--- config.mk ---
export PLATFORM = sky130hd
export DESIGN_NAME = memory_arbiter
export DESIGN_NICKNAME = d
export VERILOG_FILES = /design/src/rtl/memory_arbiter_pkg.sv /design/src/rtl/memory_arbiter_pick.sv /design/src/rtl/memory_arbiter.sv
export SDC_FILE = /design/constraint.sdc
export NUM_CORES = 1
export LEC_CHECK = 0
export BUFFER_PORTS_ARGS = -buffer_cell sky130_fd_sc_hd__buf_2
export CORE_MARGIN = 5
export CORE_UTILIZATION = 25
export CTS_CLUSTER_DIAMETER = 150
export DETAILED_ROUTE_END_ITERATION = 8
export MAX_ROUTING_LAYER = met4
export PLACE_DENSITY = 0.58
export SLEW_MARGIN = 20
export SYNTH_ARGS = -nofsm -noshare
export SYNTH_HDL_FRONTEND = slang
export SYNTH_SLANG_ARGS = --single-unit
--- constraint.sdc ---
create_clock -name clk -period 2.2 [get_ports clk]
set_clock_uncertainty 0.1 [all_clocks]
set_input_delay 0.44 -clock clk [delete_from_list [all_inputs] [get_ports clk]]
set_output_delay 0.44 -clock clk [all_outputs]
set_load 0.05 [all_outputs]
--- src/rtl/memory_arbiter_pkg.sv ---
// Shared state encoding and port constants for memory_arbiter.
package memory_arbiter_pkg;

    typedef enum logic [1:0] {
        IDLE,
        ACCESS,
        RESP
    } state_t;

    localparam logic PORT_FETCH = 1'b0;
    localparam logic PORT_DATA  = 1'b1;

    function automatic logic [1:0] port_onehot(input logic p);
        return p ? 2'b10 : 2'b01;
    endfunction

endpackage

--- src/rtl/memory_arbiter_pick.sv ---
// Winner selection for memory_arbiter; MEMORY_ARBITER_FIXED_PRIORITY_EN
// selects data-port priority instead of round-robin.
module arbiter_pick (
    input  logic [1:0] m_req,
    input  logic       last,
    output logic       winner,
    output logic       any_req
);
    import memory_arbiter_pkg::*;

    assign any_req = |m_req;

`ifdef MEMORY_ARBITER_FIXED_PRIORITY_EN
    always_comb begin
        winner = m_req[PORT_DATA] ? PORT_DATA : PORT_FETCH;
    end
`else
    // On a tie the port that did not win last time goes first.
    always_comb begin
        if (&m_req)
            winner = ~last;
        else if (m_req[PORT_DATA])
            winner = PORT_DATA;
        else
            winner = PORT_FETCH;
    end
`endif

endmodule

--- src/rtl/memory_arbiter.sv ---
// Shares one single-port, 1-cycle-latency memory between fetch and load/store.
// Build option: MEMORY_ARBITER_FIXED_PRIORITY_EN (data port wins contention).
module memory_arbiter #(
    parameter int ADDR_WIDTH = 32,
    parameter int DATA_WIDTH = 32
) (
    input  logic                    clk,
    input  logic                    reset,
    input  logic [1:0]              m_req,
    input  logic [1:0]              m_we,
    input  logic [2*ADDR_WIDTH-1:0] m_addr,
    input  logic [2*DATA_WIDTH-1:0] m_wdata,
    output logic [1:0]              m_gnt,
    output logic [1:0]              m_rvalid,
    output logic [DATA_WIDTH-1:0]   m_rdata,
    output logic                    mem_en,
    output logic                    mem_we,
    output logic [ADDR_WIDTH-1:0]   mem_addr,
    output logic [DATA_WIDTH-1:0]   mem_wdata,
    input  logic [DATA_WIDTH-1:0]   mem_rdata
);
    import memory_arbiter_pkg::*;

    state_t                r_state;
    logic                  r_last;
    logic                  r_port;
    logic [1:0]            r_gnt;
    logic [1:0]            r_rvalid;
    logic [DATA_WIDTH-1:0] r_rdata;
    logic                  r_mem_en;
    logic                  r_mem_we;
    logic [ADDR_WIDTH-1:0] r_mem_addr;
    logic [DATA_WIDTH-1:0] r_mem_wdata;

    logic                  w_winner;
    logic                  w_any;
    logic [ADDR_WIDTH-1:0] w_addr;
    logic [DATA_WIDTH-1:0] w_wdata;

    arbiter_pick u_pick (
        .m_req   (m_req),
        .last    (r_last),
        .winner  (w_winner),
        .any_req (w_any)
    );

    assign w_addr  = w_winner ? m_addr[2*ADDR_WIDTH-1:ADDR_WIDTH]
                              : m_addr[ADDR_WIDTH-1:0];
    assign w_wdata = w_winner ? m_wdata[2*DATA_WIDTH-1:DATA_WIDTH]
                              : m_wdata[DATA_WIDTH-1:0];

    always_ff @(posedge clk) begin
        if (!reset) begin
            r_state     <= IDLE;
            r_last      <= PORT_DATA;
            r_port      <= PORT_FETCH;
            r_gnt       <= '0;
            r_rvalid    <= '0;
            r_rdata     <= '0;
            r_mem_en    <= 1'b0;
            r_mem_we    <= 1'b0;
            r_mem_addr  <= '0;
            r_mem_wdata <= '0;
        end else begin
            r_gnt    <= '0;
            r_rvalid <= '0;
            r_mem_en <= 1'b0;
            unique case (r_state)
                IDLE: begin
                    if (w_any) begin
                        r_gnt       <= port_onehot(w_winner);
                        r_port      <= w_winner;
                        r_mem_en    <= 1'b1;
                        r_mem_we    <= m_we[w_winner];
                        r_mem_addr  <= w_addr;
                        r_mem_wdata <= w_wdata;
`ifndef MEMORY_ARBITER_FIXED_PRIORITY_EN
                        r_last      <= w_winner;
`endif
                        r_state     <= ACCESS;
                    end
                end
                ACCESS: begin
                    if (r_mem_we) begin
                        r_state <= IDLE;
                    end else begin
                        r_rvalid <= port_onehot(r_port);
                        r_state  <= RESP;
                    end
                end
                RESP: begin
                    r_rdata <= mem_rdata;
                    r_state <= IDLE;
                end
                default: r_state <= IDLE;
            endcase
        end
    end

    // Memory data arrives during RESP, so it bypasses the hold register then.
    assign m_rdata   = (r_state == RESP) ? mem_rdata : r_rdata;
    assign m_gnt     = r_gnt;
    assign m_rvalid  = r_rvalid;
    assign mem_en    = r_mem_en;
    assign mem_we    = r_mem_we;
    assign mem_addr  = r_mem_addr;
    assign mem_wdata = r_mem_wdata;

endmodule

==> flow_summary.toml, run 1 <==
[floorplan]
fp.dieW_um = 148
die-area_um2 = 22000
die_y_um = 148
initial_utilization_pct = 25.5
num_io_pins = 268
fp-row-count = 50
core_region_area_um2 = 18800

[synth]
synth_flop_cell = "dfxtp_1"
synth_nets = 668
synth.cell_area_um2 = 4790
synth-seq-area-share_pct = 44.3
ys_types = 25
synth.most_common_cell = "nand2_1"
async_reset_ff_share_pct = 0
ys_top_cells_by_count = "131 x nand2_1, 106 x dfxtp_1, 66 x a21oi_1, 50 x a311oi_2, 34 x and2_1"
syn_area_per_cell_um2 = 9.55
synth-edff-count = 0
yosysTopAreaCell = "dfxtp_1"
yosysWarnings = 0
synth_seq_cells = 106
netlist_instances = 502
synth_top_area_share_pct = 44.3
synthTopCellsByArea = "dfxtp_1 44%, a311oi_2 16%, nand2_1 10%"

[pwr]
ir_drop_mv = 0.328
power.density_nw_per_um2 = 804
power_w = 0.00569
leakagePower_nw = 3.24

[final_layout]
area_growth_pct = 47.7
diodes = 0
final_util_pct = 37.7
nets = 917
drive_gt1_share_pct = 51.2

[global_route]
overflow = 0
grtUsageTotal_pct = 14.7
grt_max_degree = 69
grt_antenna_before_repair = 0
grt_pass1_wl_um = 25300
grt_pass1_vias = 4770

[drt]
vias_per_cell = 4.66
dr_total_vias = 4609
drc_errors = 0
drt-total-wl_um = 16500
postRouteAntennaNets = 0
dr.pass1.iters = 6
drtIter0Drc = 137
wl_per_cell_um = 16.7

[run]
drv_cap = 0

[setup_path]
cp_data_arrival_time_ns = 1.65
end_kind = "output pin"
cp_slowest_stage_delay_ns = 0.34
cp.buffers_inverters = 3
path_delay_family = "buffers and inverters"
crit_slowest_cell = "dfxtp_4"
startpoint_type = "register"
worstPathCellList = "nor2b_4, buf_6, buf_16, mux2_4, buf_8"
critPathRequiredTime_ns = 1.66
cp_max_fo = 8
worstSetupPathType = "reg2out"

[timing]
finalMaxSlewViolations = 0
rsz0062_at_grt = "true"
post-route-period-util_pct = 99.6
setup_viol = 0
setup_tns_ns = 0
final.setup.worst_slack_ns = 0.00814
relSlewSlack_pct = 68.3
hold_viol_final = 0
worst_slew_pin_slew_ns = 0.475
period_needed_ns = 2.19
max_clock_freq_ghz = 0.456

[placed_design]
io_buffers = 267
routabilityCongestion = 0.756
pre_cts_slack_ns = 0.201
dp_hpwl_um = 11300

[clock_tree]
h-tree-depth = 3
cts.sinks = 106
insertion_delay_ns = 0.36
clk_transition_reported_paths_ns = 0.08
cts-root-buf = "clkbuf_16"
hold_buffers = 0
cts_buffer_depth = 2
cts_inserted_buffers = 9
cts_tree = "yes"

[run_status]
outcome = "finished, final reports clean"

[hold_path]
worstHoldPathType = "in2reg"
==> cells by family (layout without fill, tap and decap cells) <==
family	count (synthesis)	count (layout)	synth area share, %
muxes	32	32	7.52
AOI/OAI and AO/OA	136	136	26.1
and+or+nand+nor	176	176	16.1
DFF	106	106	44.3
buffers and inverters	52	306	5.95
==> cells in the final DEF (no fill, tap or decap), types with 2 or more instances in the layout <==
cell       instances
a311oi_1          15
mux2_4            16
inv_8              2
buf_8             15
and3_1             4
and2_1            34
dfxtp_4            2
clkbuf_16         10
clkinv_4           3
buf_4             12
nand2_1          131
buf_2            235
mux2_1             9
nor3_1             2
buf_6             18
mux2_2             7
dfxtp_1          104
buf_12             7
a21oi_1           66
a311oi_2          50
==> cell type report <==
| type | count | area [um2] |
|---|---|---|
| Fill cell | 1898 | 11700 |
| Multi-Input combinational cell | 344 | 2470 |
| Sequential cell | 106 | 2130 |
| Timing Repair Buffer | 289 | 1890 |
| Tap cell | 234 | 293 |
| Clock buffer | 9 | 225 |
| Clock inverter | 7 | 72.6 |
| Inverter | 1 | 5.00 |
==> power by group <==
part | switching (W) | internal [W] | total [W]
Sequential | 0.0000850 | 0.00209 | 0.00218
Combinational | 0.00126 | 0.000628 | 0.00189
Clock | 0.000824 | 0.000801 | 0.00163
==> flip-flops by register name, summed over array words and instances (netlist names) <==
register and flops:
m_gnt 2, m_rvalid 2, mem_addr 32, mem_en 1
mem_wdata 32, mem_we 1, r_last 1, r_port 1
r_rdata 32, r_state 2
==> repair_timing <==
item	4_1_cts	5_1_grt
gates cloned	2	0
setup endpoints to repair	32	32
setup buffers	2	4
resized for setup	96	23
==> stage by stage <==
stage	instances	instance area [um2]	hold slack, ns
6_report	990	7080	0.240
5_1_grt	990	7080	0.242
4_1_cts	986	6990	0.218
3_5_place_dp	966	6350	0.340
3_3_place_gp	966	6350	0.341
2_1_floorplan	502	4790	0.305
==> tightest hold or removal path: stages <==
cell and delay, ns:
buf_2 0.10, nand2_1 0.04, a311oi_1 0.07
==> per-layer routing <==
metal,share of wire (%),wire (um),GRT usage (%)
met2,49,8180,24.5
met5,0,0,-
met1,42,6920,17.6
met4,1.7,282,5.54
met3,6.9,1150,3.05
==> final timing paths <==
path | from | end | slack [ns] | cells past startpoint
setup / recovery | r_state[1] | m_rdata[26] | 0.008 | 5
hold / removal | m_addr[30] | mem_addr[30] | 0.24 | 3
setup reg to reg | r_state[1] | r_rdata[9] | 0.58 | 6
hold reg to reg | r_port | m_rvalid[0] | 0.35 | 1
(Power assumes the default switching activity.)
==> inputs of run 2 (changes only) <==
==> constraint.sdc (replaced) <==
create_clock -name clk -period 2.2 [get_ports clk]
set_clock_uncertainty 0.1 [all_clocks]
set_input_delay 0.33 -clock clk [delete_from_list [all_inputs] [get_ports clk]]
set_output_delay 0.33 -clock clk [all_outputs]
set_load 0.05 [all_outputs]
==> run 2 against run 1 <==
Non-clock buffer count shrank 6. Sequential share of layout area grew 1.8 points. Setup slack gained 0.054 ns. Critical path depth shrank 1. Global-route usage shrank 0.47 points. Sequential cell count is the same. Largest cell class unchanged. Largest power group unchanged.
==> flow_summary.toml, run 2 (synthesis results as in run 1) <==
[floorplan]
fp.dieW_um = 148
num_io_pins = 268
initial_utilization_pct = 25.5
core_region_area_um2 = 18800
die-area_um2 = 22000
die_y_um = 148
fp-row-count = 50

[timing]
period_needed_ns = 2.14
rsz0062_at_grt = "true"
post-route-period-util_pct = 97.2
setup_viol = 0
relSlewSlack_pct = 57.8
hold_viol_final = 0
finalMaxSlewViolations = 0
setup_tns_ns = 0
worst_slew_pin_slew_ns = 0.633
max_clock_freq_ghz = 0.468
final.setup.worst_slack_ns = 0.0622

[setup_path]
cp_data_arrival_time_ns = 1.71
cp_slowest_stage_delay_ns = 0.38
cp.buffers_inverters = 2
worstPathCellList = "nor2b_4, clkbuf_16, mux2_1, buf_2"
crit_slowest_cell = "dfxtp_4"
startpoint_type = "register"
worstSetupPathType = "reg2out"
end_kind = "output pin"
path_delay_family = "buffers and inverters"
cp_max_fo = 16
critPathRequiredTime_ns = 1.77

[global_route]
grt_max_degree = 72
grt_pass1_vias = 4731
overflow = 0
grt_antenna_before_repair = 1
grtUsageTotal_pct = 14.3
grt_pass1_wl_um = 24700

[final_layout]
nets = 911
final_util_pct = 35.5
n_fill_cell = 1963
multi_input_area_um2 = 2410
drive_gt1_share_pct = 48.5
final_cell_mix = "263 x buf_2, 131 x nand2_1, 105 x dfxtp_1"
mostFrequentLayoutCell = "buf_2"
seq_area_um2 = 2130
area_growth_pct = 38.9

[clock_tree]
cts_tree = "yes"
cts.sinks = 106
h-tree-depth = 3
insertion_delay_ns = 0.35
cts_buffer_depth = 2
clk_transition_reported_paths_ns = 0.07
cts_inserted_buffers = 9
cts-root-buf = "clkbuf_16"
post_cts_buffers = 0

[pwr]
pwr-share-seq_pct = 39.7
power.share.clock_pct = 27.9
ir_drop_mv = 0.335
combPwrFrac_pct = 32.4
leakagePower_nw = 3.14
swShare_pct = 37.5
p_switching_w = 0.00206
power.density_nw_per_um2 = 825
p_int_w = 0.00343

[placed_design]
routabilityCongestion = 0.780
dp_hpwl_um = 11200
io_buffers = 267
pre_cts_slack_ns = 0.312

[drt]
dr.pass1.iters = 5
dr_total_vias = 4556
drt-total-wl_um = 15800
drc_errors = 0
wl_per_cell_um = 16.1
drtIter0Drc = 144
vias_per_cell = 4.63
postRouteAntennaNets = 0

[run]
drv_cap = 0

[hold_path]
worstHoldPathType = "in2reg"

[run_status]
outcome = "finished, final reports clean"
[run 2: cell count changes in the layout (fill, tap and decap cells not counted), sizes merged]
| cell | before | now |
|---|---|---|
| clkinvlp | 1 | 0 |
| clkbuf | 10 | 12 |
| clkinv | 5 | 3 |
| inv | 2 | 1 |
| buf | 288 | 282 |
| diode | 0 | 1 |
[run 2: path summary, 6_finish.rpt]
check | from | to | slack (ns) | depth (start not counted)
max | r_state[1] | m_rdata[15] | 0.06 | 4
min | m_addr[30] | mem_addr[30] | 0.13 | 3
max reg2reg | r_state[0] | mem_wdata[0] | 0.58 | 4
min reg2reg | r_port | m_rvalid[0] | 0.35 | 1
[run 2: power by group through the flow]
| stage | registers [W] | clock network (W) | logic [W] |
|---|---|---|---|
| 4_1_cts | 0.00218 | 0.00160 | 0.00179 |
| 3_5_place_dp | 0.00222 | 0 | 0.00179 |
| 2_1_floorplan | 0.00274 | 0 | 0.000770 |
| 5_1_grt | 0.00220 | 0.00166 | 0.00190 |
| 3_3_place_gp | 0.00222 | 0 | 0.00179 |
| 6_report | 0.00218 | 0.00153 | 0.00178 |
[run 2: worst min-delay path: stages]
cell and delay (ns):
buf_2 0.10, nand2_1 0.04, a311oi_1 0.06
[run 2: layout make-up]
| class | count | share of cell area (%) |
|---|---|---|
| multi-input cells | 344 | 36.1 |
| flip-flops and latches | 106 | 31.9 |
| repair buffers | 283 | 23.4 |
| well taps | 234 | 4.40 |
| clock buffers | 11 | 3.64 |
| clock inverters | 3 | 0.394 |
| inverters | 1 | 0.0751 |
| diodes | 1 | 0.0376 |
[run 2: routing by layer]
layer	share of wire, %	up-vias	track usage [%]
met5	0	-	-
met4	1.1	0	4.67
met3	7.1	12	3.41
met2	48	175	23.3
met1	44	2102	17.4
li1	-	2267	-
[run 2: what timing repair did]
| item | in CTS | in global routing |
|---|---|---|
| hold buffers | 0 | 0 |
| resized for setup | 2 | 9 |
| gates cloned | 0 | 1 |
| setup endpoints to repair | 32 | 32 |
[run 2: stage by stage]
| stage | area [um2] | hold WS, ns | total power [W] | cells |
|---|---|---|---|---|
| global placement | 6350 | 0.338 | 0.00401 | 967 |
| detailed placement | 6350 | 0.334 | 0.00401 | 967 |
| CTS | 6620 | 0.120 | 0.00557 | 981 |
| finish | 6660 | 0.133 | 0.00549 | 983 |
| floorplan | 4790 | 0.305 | 0.00351 | 502 |
| global route | 6660 | 0.135 | 0.00576 | 983 |
==> inputs of run 3 (changes only) <==
- PLACE_DENSITY: 0.58 -> 0.54
==> run 3 against run 2 <==
Clock power grew 12%. Sequential power is essentially flat. Die area is the same. First-iteration DRC count grew 4.9%. Global-route usage shrank 0.12 points. Sequential share of layout area shrank 0.12 points. Register-to-register slack lost 0.37 ns. Critical path type unchanged. Maximum frequency shrank 0.58%. Sequential cell count is the same. Highest routed layer unchanged.
==> flow_summary.toml, run 3 (synthesis results as in run 1) <==
[drt]
drtIter0Drc = 151
dr_total_vias = 4525
dr.pass1.iters = 4
drt-total-wl_um = 15800
postRouteAntennaNets = 0
vias_per_cell = 4.61
wl_per_cell_um = 16.1
drc_errors = 0

[setup_path]
end_kind = "output pin"
worstSetupPathType = "reg2out"
critPathRequiredTime_ns = 1.77
cp_max_fo = 8
startpoint_type = "register"
cp_data_arrival_time_ns = 1.72

[clock_tree]
cts_inserted_buffers = 9
hold_buffers = 0
insertion_delay_ns = 0.35
clk_transition_reported_paths_ns = 0.08
cts_buffer_depth = 2
cts-root-buf = "clkbuf_16"
cts_tree = "yes"
h-tree-depth = 3
cts.sinks = 106

[global_route]
overflow = 0
grtUsageTotal_pct = 14.2
grt_antenna_before_repair = 1
grt_pass1_vias = 4738
grt_max_degree = 72
grt_pass1_wl_um = 24400

[timing]
period_needed_ns = 2.15
final.setup.worst_slack_ns = 0.0498
rsz0062_at_grt = "true"
finalMaxSlewViolations = 0
hold_viol_final = 0
max_clock_freq_ghz = 0.465
relSlewSlack_pct = 29.0
setup_viol = 0
worst_slew_pin_slew_ns = 1.06
post-route-period-util_pct = 97.7
whs_ns = 0.136

[floorplan]
die-area_um2 = 22000
core_region_area_um2 = 18800
num_io_pins = 268
initial_utilization_pct = 25.5
fp-row-count = 50
die_y_um = 148
fp.dieW_um = 148

[final_layout]
final_cell_mix = "243 x buf_2, 131 x nand2_1, 104 x dfxtp_1"
area_growth_pct = 39.6
drive_gt1_share_pct = 48.6
final_area_um2 = 6690
finalNonFillerCells = 982
nets = 908
mostFrequentLayoutCell = "buf_2"
n_fill_cell = 1955

[placed_design]
io_buffers = 267
dpl_cell_area_um2 = 6250
pre_cts_slack_ns = 0.185
routabilityCongestion = 0.732
dp_hpwl_um = 10800
placed_cells = 962

[run_status]
outcome = "finished, final reports clean"

[hold_path]
worstHoldPathType = "in2reg"

[run]
drv_cap = 0

[pwr]
ir_drop_mv = 0.312
power.density_nw_per_um2 = 844
leakagePower_nw = 3.13
-- run 3: final timing paths --
| path | startpoint | end | slack [ns] | cells past startpoint |
|---|---|---|---|---|
| hold reg to reg | r_port | m_rvalid[0] | 0.34 | 1 |
| hold / removal | m_addr[31] | mem_addr[31] | 0.14 | 3 |
| setup reg to reg | r_state[1] | mem_addr[6] | 0.21 | 4 |
| setup / recovery | r_state[1] | m_rdata[25] | 0.05 | 4 |
-- run 3: worst max-delay path, cell delays in order (launching register included) --
cell and delay, ns:
dfxtp_4 0.35, nor2b_4 0.26, clkbuf_16 0.21, mux2_2 0.34, buf_2 0.21
-- run 3: final cells by class --
cell class / instances / area [um2] / share of cell area, %
clock buffer: 9 / 225 / 3.37
clock inverter: 7 / 83.8 / 1.25
antenna: 1 / 2.50 / 0.0374
sequential: 106 / 2130 / 31.8
multi-input combinational: 344 / 2410 / 36.0
tap: 234 / 293 / 4.38
timing repair buffer: 280 / 1550 / 23.1
inverter: 1 / 5.00 / 0.0748
-- run 3: metrics by stage --
step	power [W]	setup TNS, ns	utilization, %
CTS	0.00573	0	35.3
global route	0.00593	-0.0218	35.7
global placement	0.00396	0	33.3
finish	0.00565	0	35.7
floorplan	0.00351	0	-
detailed placement	0.00397	0	33.3
-- run 3: what timing repair did --
item / CTS / global route
endpoints found under the setup margin: 32 / 22
cloned: 1 / 1
resized for setup: 21 / 16
setup buffers: 0 / 1
-- run 3: power by group --
group | internal, W | total [W] | switching (W)
registers | 0.00210 | 0.00218 | 0.0000864
logic | 0.000527 | 0.00176 | 0.00123
clock network | 0.000905 | 0.00171 | 0.000800
-- run 3: per-layer routing --
layer,vias up,track usage [%],part of all wire [%]
li1,2264,-,-
met1,2076,17.6,45
met2,173,23.2,47
met3,12,2.93,6.6
met4,0,4.34,1.3
met5,-,-,0
